==> src/rtl/red_pitaya_fads_pkg.sv <==
// Shared types and helpers for the FADS sort-pulse scheduler.
// Holds the FSM encoding, default widths and the wrap-safe due-time compare.
package red_pitaya_fads_pkg;

    localparam int unsigned TW_DEF         = 32;
    localparam int unsigned DEPTH_LOG2_DEF = 3;

    typedef enum logic [1:0] {
        ST_IDLE  = 2'd0,
        ST_PULSE = 2'd1,
        ST_GAP   = 2'd2
    } fsm_state_e;

    // A due time has been reached when (now - due) is non-negative in w-bit
    // two's complement; only valid while delays stay below half the range.
    function automatic logic is_due(input logic [63:0] now_v,
                                    input logic [63:0] due_v,
                                    input int unsigned w);
        logic [63:0] diff;
        logic [63:0] sh;
        diff = now_v - due_v;
        sh   = diff >> (w - 1);
        return ~sh[0];
    endfunction

endpackage

==> src/rtl/red_pitaya_fads_due_fifo.sv <==
// Purpose: synchronous FIFO of due time-stamps with flush.
// Latency: a push is visible at head/count the cycle after the write edge.
// Backpressure: push ignored while full, pop ignored while empty; flush wins.
module red_pitaya_fads_due_fifo #(
    parameter int unsigned DW = 32,
    parameter int unsigned AW = 3
) (
    input  logic          clk,
    input  logic          rst_n,
    input  logic          flush,
    input  logic          push,
    input  logic          pop,
    input  logic [DW-1:0] push_dat,
    output logic          full,
    output logic          empty,
    output logic [AW:0]   count,
    output logic [DW-1:0] head
);

    localparam int unsigned DEPTH = 1 << AW;

    logic [DW-1:0] mem_q [DEPTH];
    logic [AW-1:0] wr_ptr_q, wr_ptr_d;
    logic [AW-1:0] rd_ptr_q, rd_ptr_d;
    logic [AW:0]   count_q, count_d;
    logic          do_push, do_pop;

    // count never exceeds DEPTH, so its MSB alone marks full
    assign full  = count_q[AW];
    assign empty = (count_q == '0);
    assign count = count_q;
    assign head  = mem_q[rd_ptr_q];

    always_comb begin
        do_push  = push && !full && !flush;
        do_pop   = pop && !empty && !flush;
        wr_ptr_d = wr_ptr_q;
        rd_ptr_d = rd_ptr_q;
        count_d  = count_q;
        if (flush) begin
            wr_ptr_d = '0;
            rd_ptr_d = '0;
            count_d  = '0;
        end else begin
            if (do_push) wr_ptr_d = wr_ptr_q + AW'(1);
            if (do_pop)  rd_ptr_d = rd_ptr_q + AW'(1);
            case ({do_push, do_pop})
                2'b10:   count_d = count_q + (AW+1)'(1);
                2'b01:   count_d = count_q - (AW+1)'(1);
                default: count_d = count_q;
            endcase
        end
    end

    always_ff @(posedge clk or negedge rst_n) begin
        if (!rst_n) begin
            wr_ptr_q <= '0;
            rd_ptr_q <= '0;
            count_q  <= '0;
        end else begin
            wr_ptr_q <= wr_ptr_d;
            rd_ptr_q <= rd_ptr_d;
            count_q  <= count_d;
        end
    end

    always_ff @(posedge clk) begin
        if (do_push) mem_q[wr_ptr_q] <= push_dat;
    end

endmodule

==> src/rtl/red_pitaya_fads_sort_sched.sv <==
// Purpose: time-stamps sort requests and drives the sort trigger with programmed length and gap.
// Latency: trigger rises max(delay,1)+1 cycles after a request when idle; FADS_SCHED_MERGE_EN merges overlapping pulses.
// Backpressure: req_ready_o low when the queue is full; requests then are dropped and counted.
module red_pitaya_fads_sort_sched
    import red_pitaya_fads_pkg::*;
#(
    parameter int unsigned    DEPTH_LOG2 = DEPTH_LOG2_DEF,
    parameter int unsigned    TW         = TW_DEF,
    parameter logic [TW-1:0]  NOW_RST    = '0
) (
    input  logic                  adc_clk_i,
    input  logic                  adc_rstn_i,
    input  logic                  enable_i,
    input  logic                  clear_i,
    input  logic                  req_i,
    output logic                  req_ready_o,
    input  logic [TW-1:0]         sort_delay_i,
    input  logic [TW-1:0]         sort_duration_i,
    input  logic [TW-1:0]         min_gap_i,
    output logic                  sort_trig_o,
    output logic                  busy_o,
    output logic [DEPTH_LOG2:0]   pending_o,
    output logic [TW-1:0]         fired_cnt_o,
    output logic [TW-1:0]         dropped_cnt_o
);

    fsm_state_e          state_q, state_d;
    logic [TW-1:0]       now_q, now_d;
    logic [TW-1:0]       dur_q, dur_d;
    logic [TW-1:0]       gap_q, gap_d;
    logic [TW-1:0]       fired_q, fired_d;
    logic [TW-1:0]       dropped_q, dropped_d;
    logic                trig_q, trig_d;
    logic                fifo_full, fifo_empty;
    logic [DEPTH_LOG2:0] fifo_count;
    logic [TW-1:0]       fifo_head, due_time;
    logic                push, pop, head_due;
    logic [TW-1:0]       dur_load;

    red_pitaya_fads_due_fifo #(
        .DW (TW),
        .AW (DEPTH_LOG2)
    ) u_due_fifo (
        .clk      (adc_clk_i),
        .rst_n    (adc_rstn_i),
        .flush    (clear_i),
        .push     (push),
        .pop      (pop),
        .push_dat (due_time),
        .full     (fifo_full),
        .empty    (fifo_empty),
        .count    (fifo_count),
        .head     (fifo_head)
    );

    always_comb begin
        now_d    = now_q + TW'(1);
        due_time = now_q + sort_delay_i;
        dur_load = (sort_duration_i == '0) ? TW'(1) : sort_duration_i;
        head_due = !fifo_empty && is_due(64'(now_q), 64'(fifo_head), TW);
        push     = req_i && enable_i && !fifo_full && !clear_i;
    end

    always_comb begin
        state_d   = state_q;
        trig_d    = trig_q;
        dur_d     = dur_q;
        gap_d     = gap_q;
        fired_d   = fired_q;
        dropped_d = dropped_q;
        pop       = 1'b0;
        if (clear_i) begin
            state_d   = ST_IDLE;
            trig_d    = 1'b0;
            dur_d     = '0;
            gap_d     = '0;
            fired_d   = '0;
            dropped_d = '0;
        end else begin
            // a full queue drops the request even if a pop frees a slot this cycle
            if (req_i && enable_i && fifo_full && dropped_q != '1)
                dropped_d = dropped_q + TW'(1);
            case (state_q)
                ST_IDLE: begin
                    if (head_due) begin
                        pop     = 1'b1;
                        dur_d   = dur_load;
                        trig_d  = 1'b1;
                        state_d = ST_PULSE;
                        if (fired_q != '1) fired_d = fired_q + TW'(1);
                    end
                end
                ST_PULSE: begin
`ifdef FADS_SCHED_MERGE_EN
                    if (head_due) begin
                        pop   = 1'b1;
                        dur_d = dur_load;
                        if (fired_q != '1) fired_d = fired_q + TW'(1);
                    end else
`endif
                    if (dur_q == TW'(1)) begin
                        trig_d  = 1'b0;
                        gap_d   = min_gap_i;
                        state_d = (min_gap_i != '0) ? ST_GAP : ST_IDLE;
                    end else begin
                        dur_d = dur_q - TW'(1);
                    end
                end
                ST_GAP: begin
                    if (gap_q == TW'(1)) state_d = ST_IDLE;
                    else                 gap_d   = gap_q - TW'(1);
                end
                default: state_d = ST_IDLE;
            endcase
        end
    end

    always_ff @(posedge adc_clk_i or negedge adc_rstn_i) begin
        if (!adc_rstn_i) begin
            now_q     <= NOW_RST;
            state_q   <= ST_IDLE;
            trig_q    <= 1'b0;
            dur_q     <= '0;
            gap_q     <= '0;
            fired_q   <= '0;
            dropped_q <= '0;
        end else begin
            now_q     <= now_d;
            state_q   <= state_d;
            trig_q    <= trig_d;
            dur_q     <= dur_d;
            gap_q     <= gap_d;
            fired_q   <= fired_d;
            dropped_q <= dropped_d;
        end
    end

    assign sort_trig_o   = trig_q;
    assign req_ready_o   = !fifo_full;
    assign pending_o     = fifo_count;
    assign busy_o        = (state_q != ST_IDLE) || !fifo_empty;
    assign fired_cnt_o   = fired_q;
    assign dropped_cnt_o = dropped_q;

endmodule

==> config.mk <==
export PLATFORM = sky130hd
export DESIGN_NAME = red_pitaya_fads_sort_sched
export DESIGN_NICKNAME = d
export VERILOG_FILES = /design/src/rtl/red_pitaya_fads_pkg.sv /design/src/rtl/red_pitaya_fads_due_fifo.sv /design/src/rtl/red_pitaya_fads_sort_sched.sv
export SDC_FILE = /design/constraint.sdc
export NUM_CORES = 1
export LEC_CHECK = 0
export ABC_AREA = 1
export ABC_CLOCK_PERIOD_IN_PS = 4300
export CORE_MARGIN = 2
export CORE_UTILIZATION = 25
export CTS_BUF_LIST = sky130_fd_sc_hd__clkbuf_2 sky130_fd_sc_hd__clkbuf_4 sky130_fd_sc_hd__clkbuf_8
export DETAILED_ROUTE_END_ITERATION = 10
export GPL_TIMING_DRIVEN = 0
export PLACE_DENSITY = 0.5
export SYNTH_ARGS = -nofsm -noshare
export SYNTH_HDL_FRONTEND = slang
export SYNTH_SLANG_ARGS = --single-unit
==> constraint.sdc <==
create_clock -name adc_clk_i -period 4.3 [get_ports adc_clk_i]
set_input_delay 0.43 -clock adc_clk_i [delete_from_list [all_inputs] [get_ports adc_clk_i]]
set_output_delay 0.43 -clock adc_clk_i [all_outputs]
set_load 0.005 [all_outputs]
==> results.txt, run 1 <==
Status: complete, no violations
Worst Reg-to-Reg Cells: 23
Iteration-0 DRC Markers: 1320
Post-synthesis sequential area ratio: 0.534
Synthesized net count: 2632
Die area: 92500 um^2
Critical Path RT: 4.85 ns
Slew HR: 0.405
Clock sink total: 429
Max FO, Critical Path: 10
DP Wirelength: 52600 um
Floorplan core area: 89600 um^2
Min Hold Slack: 0.367 ns
Max rail drop VDD: 0.000209 V
Post-synth EDFFs: 256
Initial antenna violation count: 2
Clock share of power: 0.307
Via count: 18900
Insertion delay to the later sink of the worst-skew pair: 0.67 ns
TritonCTS clock tree: built
Synth warn: 0
Largest stage delay on the critical path: 0.43 ns
CP max stage cell: dfrtp_2
Async S/R FF share, synth: 0.403
Stages on worst setup path: 23
Max Transition Viols Final: 0
XOR/XNOR share of the synthesized area: 0.0369
Cts bufs inserted: 79
RePlAce Congestion: 0.900
Worst path most repeated cell: nand2_1
Synth Flop Type: edfxtp_1
Psw: 4820 uW
DP Worst Slack: -1.16 ns
Area Overhead vs Synth: 24.2%
Leak pwr: 0.0108 uW
Fmax: 244 MHz
Largest net degree at the start of global routing: 91
Vias/cell: 4.76
First-pass GRT wire length: 111000 um
Cell Area, Synth: 22500 um^2
Switching Share: 0.370
Crit path time final: 4.09 ns
# IOs: 172
WP buf/inv: 3
GRT Util Overall: 0.156
PD cells: 467 nW/um^2
Final ANT Viol Nets: 0
Post-synthesis mux area share: 0
Vias in the first global route: 18300
Logic gate share of total power: 0.305
Final WS setup: 0.209 ns
Worst-path clk slew: 0.06 ns
Cells after Synth: 2457
Hold Vio Cnt, Final: 0
CP cell instances: buf_6 > clkbuf_2 > o21ai_0 > o22ai_2 > o21ai_1 > ha_1 > nand2_1 > nor2_2 > nand4_1 > nor4_4 > nand2_2 > nand3_2 > nand2_2 > nor2_8 > nand3_2 > inv_2 > ha_4 > nand2_1 > nand2_1 > a31oi_2 > nand3_1 > nand3_1 > nand2_1
WS Path Type: register to register
Crit end category: register
Clock Tree Root: clkbuf_8
Tot Pwr: 13100 uW
Synth cell types: 61
Post-Synth Simple-Gate Area: 0.185
Family with the most delay on the worst path: simple AND/OR/NAND/NOR gates
Final period util: 0.951
Grt ovf: 0
Compound-Gate Fraction of Synth Area: 0.146
Avg Inst Size Synth: 9.17 um^2
Layout fillers: 9384
First-pass DRT Iterations: 7
CP arrival: 4.64 ns
Die Wd: 304 um
Cell row count: 110
Final nets: 2907
Reg power frac: 0.388
H-tree depth: 3
Final setup violation count: 0
Avg WL per Cell: 18.5 um
Hold crit path type: input port to asynchronous set/reset pin
Die H: 304 um
Share of cells above drive strength 1: 0.0972
Internal cell power: 8230 uW
Startpoint class of the critical path: register
Clock Path Buffers: 3
Port bufs: 170
DRC Markers: 0
Largest family of logic cells by synthesized area: simple AND/OR/NAND/NOR gates
Max-Cap Viols: 0
Post-Route WL: 73600 um
Post-Synth Adder-Cell Area: 0.0418
FF+latch count, synth: 429
Initial Util: 0.251
Worst-margin pin slew: 0.891 ns
Skew final: 0.0281 ns
path summary, 6_finish.rpt:
path                                                     from                              end  slack (ns)
setup / recovery           u_due_fifo.rd_ptr_q[0]$_DFFE_PN0P_  u_due_fifo.count[3]$_DFFE_PN0P_        0.21
hold / removal                                     adc_rstn_i            gap_q[27]$_DFFE_PN0P_        0.37
setup reg to reg           u_due_fifo.rd_ptr_q[0]$_DFFE_PN0P_  u_due_fifo.count[3]$_DFFE_PN0P_        0.21
hold reg to reg                         dur_q[31]$_DFFE_PN0P_            dur_q[31]$_DFFE_PN0P_        0.51
max in group asynchronous                          adc_rstn_i               now_q[1]$_DFF_PN0_        2.89
min in group adc_clk_i                          min_gap_i[31]            gap_q[31]$_DFFE_PN0P_        0.46
flip-flops by register name, summed over array words and instances (netlist names), 3 cells and up:
| name | flops |
|---|---|
| u_due_fifo.wr_ptr_q | 3 |
| dropped_cnt_o | 32 |
| gap_q | 32 |
| fired_cnt_o | 32 |
| now_q | 32 |
| u_due_fifo.mem_q | 256 |
| u_due_fifo.count | 4 |
| u_due_fifo.rd_ptr_q | 3 |
| dur_q | 32 |
cell usage after synthesis, types with 13 or more instances:
cell type / number / share of area
a21oi_1: 99 / 0.022
buf_2: 13 / 0.0029
clkbuf_1: 66 / 0.011
dfrtp_1: 173 / 0.19
edfxtp_1: 256 / 0.34
ha_1: 72 / 0.040
inv_1: 224 / 0.037
nand2_1: 351 / 0.058
nand3_1: 79 / 0.018
nand4_1: 51 / 0.014
nor2_1: 357 / 0.059
nor3_1: 51 / 0.011
nor4_1: 30 / 0.0083
o211ai_1: 17 / 0.0057
o21ai_0: 307 / 0.068
o21ai_1: 23 / 0.0051
o221ai_1: 33 / 0.013
o22ai_1: 51 / 0.014
xnor2_1: 29 / 0.011
xor2_1: 66 / 0.026
power groups by stage:
| stage | combinational (uW) | clock, uW | sequential, uW |
|---|---|---|---|
| 2_1_floorplan | 2500 | 0 | 5050 |
| 3_3_place_gp | 3760 | 0 | 5150 |
| 3_5_place_dp | 3800 | 0 | 5140 |
| 4_1_cts | 3920 | 4130 | 5060 |
| 5_1_grt | 4460 | 4290 | 5130 |
| 6_report | 3980 | 4000 | 5070 |
what timing repair did:
item,4_1_cts,5_1_grt
setup endpoints to repair,74,68
gates cloned,0,2
setup buffers,3,4
hold endpoints to repair,89,0
pin swaps,4,7
gates resized for setup,80,37
hold buffers,1,0
final cells by class:
class                      count  area [um^2]  area share
clock buffer                 113         1370      0.0491
inverter                     231          873      0.0312
clock inverter                34          220     0.00787
timing repair buffer         193         2040      0.0731
tap                         1176         1470      0.0526
multi-input combinational   1706         9370       0.335
antenna                        1         2.50   0.0000895
sequential                   429        12000       0.430
buffer                        91          593      0.0212
timing repair inverter         1         5.00    0.000179
kinds of logic (layout without fill, tap and decap cells):
| kind of cell | Yosys count | in the layout |
|---|---|---|
| AO/OA/AOI/OAI | 583 | 583 |
| buffers and inverters | 322 | 663 |
| XOR/XNOR | 95 | 95 |
| other | 0 | 1 |
| AND/OR/NAND/NOR | 954 | 954 |
| adder cells (fa/ha/maj) | 74 | 74 |
| flip-flops | 429 | 429 |
cell usage in the layout (no fill, tap or decap), drive strengths merged, types with 3 or more instances in the layout:
cell	n
clkinvlp	5
o22ai	51
ha	72
edfxtp	256
nor4	34
a221oi	3
o211ai	17
clkbuf	175
dfrtp	173
o21ai	332
inv	232
nand3b	4
a21oi	104
buf	52
nand4	51
clkdlybuf4s50	169
nand3	81
o221ai	33
nor2	361
o21bai	4
xnor2	29
o21a	10
a21boi	3
clkinv	28
nor3	59
a31oi	12
or2	3
nand2	355
xor2	66
worst register-to-register path: stages, from the launching register on:
cell	delay (ns)
dfrtp_2	0.43
buf_6	0.17
clkbuf_2	0.31
o21ai_0	0.17
o22ai_2	0.19
o21ai_1	0.10
ha_1	0.33
nand2_1	0.08
nor2_2	0.13
nand4_1	0.25
nor4_4	0.31
nand2_2	0.19
nand3_2	0.14
nand2_2	0.09
nor2_8	0.12
nand3_2	0.09
inv_2	0.13
ha_4	0.22
nand2_1	0.05
nand2_1	0.06
a31oi_2	0.19
nand3_1	0.11
nand3_1	0.09
nand2_1	0.05
metal layers:
layer / up-vias / GRT usage / routed length, um
met4: 0 / 0.0558 / 2070
met5: - / 0 / 0
li1: 9165 / - / -
met1: 9140 / 0.205 / 33000
met2: 486 / 0.258 / 34800
met3: 129 / 0.0253 / 3670
metrics by stage:
step | instances | instance area, um^2 | setup TNS (ns) | utilization
2_1_floorplan | 2457 | 22500 | 0 | -
3_3_place_gp | 3803 | 25700 | -1305.84 | 0.287
3_5_place_dp | 3817 | 26000 | -48.91 | 0.290
4_1_cts | 3968 | 27800 | 0 | 0.311
5_1_grt | 3975 | 28000 | -0.0993 | 0.312
6_report | 3975 | 28000 | 0 | 0.312
Note: power is estimated with default switching activity, not from simulation.
==> inputs of run 2 (changes only) <==
==> constraint.sdc (replaced) <==
create_clock -name adc_clk_i -period 4.3 [get_ports adc_clk_i]
set_input_delay 0.43 -clock adc_clk_i [delete_from_list [all_inputs] [get_ports adc_clk_i]]
set_output_delay 0.43 -clock adc_clk_i [all_outputs]
set_load 0.05 [all_outputs]
==> results of run 2 <==
Same layout as run 1 (identical final DEF). Status: complete, no violations.
Among the figures that moved: total power 13100 uW -> 13200 uW; worst IR drop on VDD 0.000209 V -> 0.000210 V
==> inputs of run 3 (changes only) <==
- CORE_UTILIZATION: 25 -> 55
- CTS_CLUSTER_SIZE: unset -> 28
- GPL_TIMING_DRIVEN: 0 -> unset
- PLACE_DENSITY: 0.5 -> 0.85
==> run 3 against run 2 <==
Effect of this change:
- clock power down 6.0%
- critical path depth up 2
- cell count down 19%
- sequential share of layout area up 2.4 points
- flip-flop and latch count unchanged
- via count up 3.0%
- hold slack better by 0.12 ns
- first-iteration DRC count up 49%
- combinational power down 9.4%
- sequential power about the same
- non-clock buffer count down 79
- critical endpoint unchanged
- largest power group unchanged
- highest routed layer unchanged
==> results.txt, run 3 (synthesized netlist as in run 1, its figures left out) <==
Status: complete, no violations
CP arrival: 4.63 ns
Global routing met3 resource utilization: 0.0489
# IOs: 172
Met2 GRT Util: 0.468
Floorplan core area: 40600 um^2
Max Transition Viols Final: 0
Iteration-0 DRC Markers: 1968
Layout fillers: 3066
Startpoint class of the critical path: register
Hold Vio Cnt, Final: 0
Final ANT Viol Nets: 0
Logic gate share of total power: 0.297
Post-Route WL: 61200 um
Area Overhead vs Synth: 17.8%
Crit path time final: 4.11 ns
Reg with most FFs: u_due_fifo.mem_q
DP Worst Slack: 0.151 ns
Switching Share: 0.362
Cell row count: 74
Ant. Diodes: 0
DRC Markers: 0
Cts bufs inserted: 74
Via count: 19500
DP Wirelength: 40600 um
Fmax: 243 MHz
Clock share of power: 0.299
Grt ovf: 0
Number of placed instances, taps included: 3098
PD cells: 475 nW/um^2
Die H: 206 um
GR Util met1: 0.357
Crit end category: register
Max FFs per register: 256
First-pass GRT wire length: 94900 um
Skew final: 0.0303 ns
Finished Layout Cells: 3238
Avg WL per Cell: 18.9 um
Hold crit path type: input port to asynchronous set/reset pin
Final WS setup: 0.185 ns
Die area: 42600 um^2
Busiest layer in global routing: met2
TritonCTS clock tree: built
Critical Path RT: 4.81 ns
Clock Path Buffers: 3
H-tree depth: 3
Leak pwr: 0.0105 uW
Commonest cells after routing, fill and taps aside: 351 x nand2_1, 348 x nor2_1, 307 x o21ai_0
Port bufs: 171
Max FO, Critical Path: 42
Largest net degree at the start of global routing: 103
Final nets: 2823
Reg power frac: 0.404
Die Wd: 206 um
Share of cells above drive strength 1: 0.0787
Insertion delay to the later sink of the worst-skew pair: 0.64 ns
Vias/cell: 6.02
Final period util: 0.957
WS Path Type: register to register
Slew HR: 0.288
RePlAce Congestion: 0.991
Clock Tree Root: clkbuf_8
Worst-path clk slew: 0.06 ns
Psw: 4560 uW
Max-Cap Viols: 0
Internal cell power: 8030 uW
Worst-margin pin slew: 1.07 ns
Final setup violation count: 0
Vias in the first global route: 18900
GRT Util Overall: 0.282
Initial Util: 0.554
Commonest non-fill, non-tap cell in the layout: nand2_1
Initial antenna violation count: 0
First-pass DRT Iterations: 5
Max rail drop VDD: 0.000305 V
Clock sink total: 429
==> run 3: cell count changes in the layout (fill, tap and decap cells not counted), sizes merged <==
cell           change
buf               -19
clkbuf            -61
clkdlybuf4s50      +1
clkinv            -10
clkinvlp           -5
diode              -1
inv                +1
nor2               +1
==> run 3: routing by layer <==
layer  wire length [um]  up-vias
met4               2590        0
met2              29300      992
li1                   -     8963
met5                  0        -
met3               5190      210
met1              24100     9331
==> run 3: worst max-delay path, cell delays in order, from the launching register on <==
cell and delay, ns:
dfrtp_4 0.51, clkinv_2 0.16, buf_16 0.23, o21ai_0 0.12, o221ai_1 0.18, o21ai_0 0.14, ha_1 0.33, a21oi_1 0.24
o21ai_0 0.12, nand3_1 0.10, nand2_1 0.06, nand2_1 0.07, a21oi_1 0.09, nor2_2 0.22, nand3_2 0.16, nand2_2 0.13
nor2_8 0.04, nand3_1 0.10, inv_1 0.10, ha_1 0.33, nand2_1 0.07, nand2_1 0.04, a31oi_1 0.18, nand3_1 0.11
nand3_1 0.09, nand2_1 0.05
==> run 3: cell type report <==
class | count | area (um^2) | share of cell area
clock buffer | 113 | 1360 | 0.0513
multi-input combinational | 1707 | 9330 | 0.352
sequential | 429 | 12000 | 0.453
tap | 532 | 666 | 0.0251
inverter | 231 | 871 | 0.0328
clock inverter | 21 | 158 | 0.00594
timing repair buffer | 205 | 2120 | 0.0799
==> run 3: path summary, 6_finish.rpt <==
kind,start,end,slack [ns],depth (start not counted)
worst max-delay path,u_due_fifo.rd_ptr_q[0]$_DFFE_PN0P_,u_due_fifo.count[3]$_DFFE_PN0P_,0.19,25
worst min register to register,now_q[0]$_DFF_PN0_,now_q[0]$_DFF_PN0_,0.52,1
min in group adc_clk_i,min_gap_i[22],gap_q[22]$_DFFE_PN0P_,0.51,3
worst max register to register,u_due_fifo.rd_ptr_q[0]$_DFFE_PN0P_,u_due_fifo.count[3]$_DFFE_PN0P_,0.19,25
max in group asynchronous,adc_rstn_i,fired_cnt_o[21]$_DFFE_PN0P_,2.87,3
worst min-delay path,adc_rstn_i,dur_q[25]$_DFFE_PN0P_,0.49,2
==> run 3: through the flow <==
| stage | total power (uW) | area, um^2 | hold slack, ns | util | TNS, ns |
|---|---|---|---|---|---|
| 4_1_cts | 12500 | 26400 | 0.472 | 0.650 | 0 |
| 2_1_floorplan | 7700 | 22500 | 0.134 | - | 0 |
| 3_5_place_dp | 8720 | 24900 | 0.497 | 0.613 | 0 |
| 6_report | 12600 | 26500 | 0.492 | 0.653 | 0 |
| 5_1_grt | 13300 | 26500 | 0.504 | 0.653 | -0.0366 |
| 3_3_place_gp | 8540 | 24900 | 0.489 | 0.613 | 0 |
==> run 3: power groups by stage <==
stage	registers, uW	logic [uW]	clock network, uW
after floorplan	5140	2560	0
final	5090	3740	3760
after detailed placement	5150	3570	0
after global routing	5130	4140	3980
after CTS	5080	3610	3810
after global placement	5130	3410	0
==> run 3: repair_timing <==
item / 4_1_cts / 5_1_grt
hold buffers: 1 / 0
endpoints found under the hold margin: 37 / 0
setup buffers: 0 / 3
resized for setup: 0 / 7
setup endpoints to repair: 0 / 48
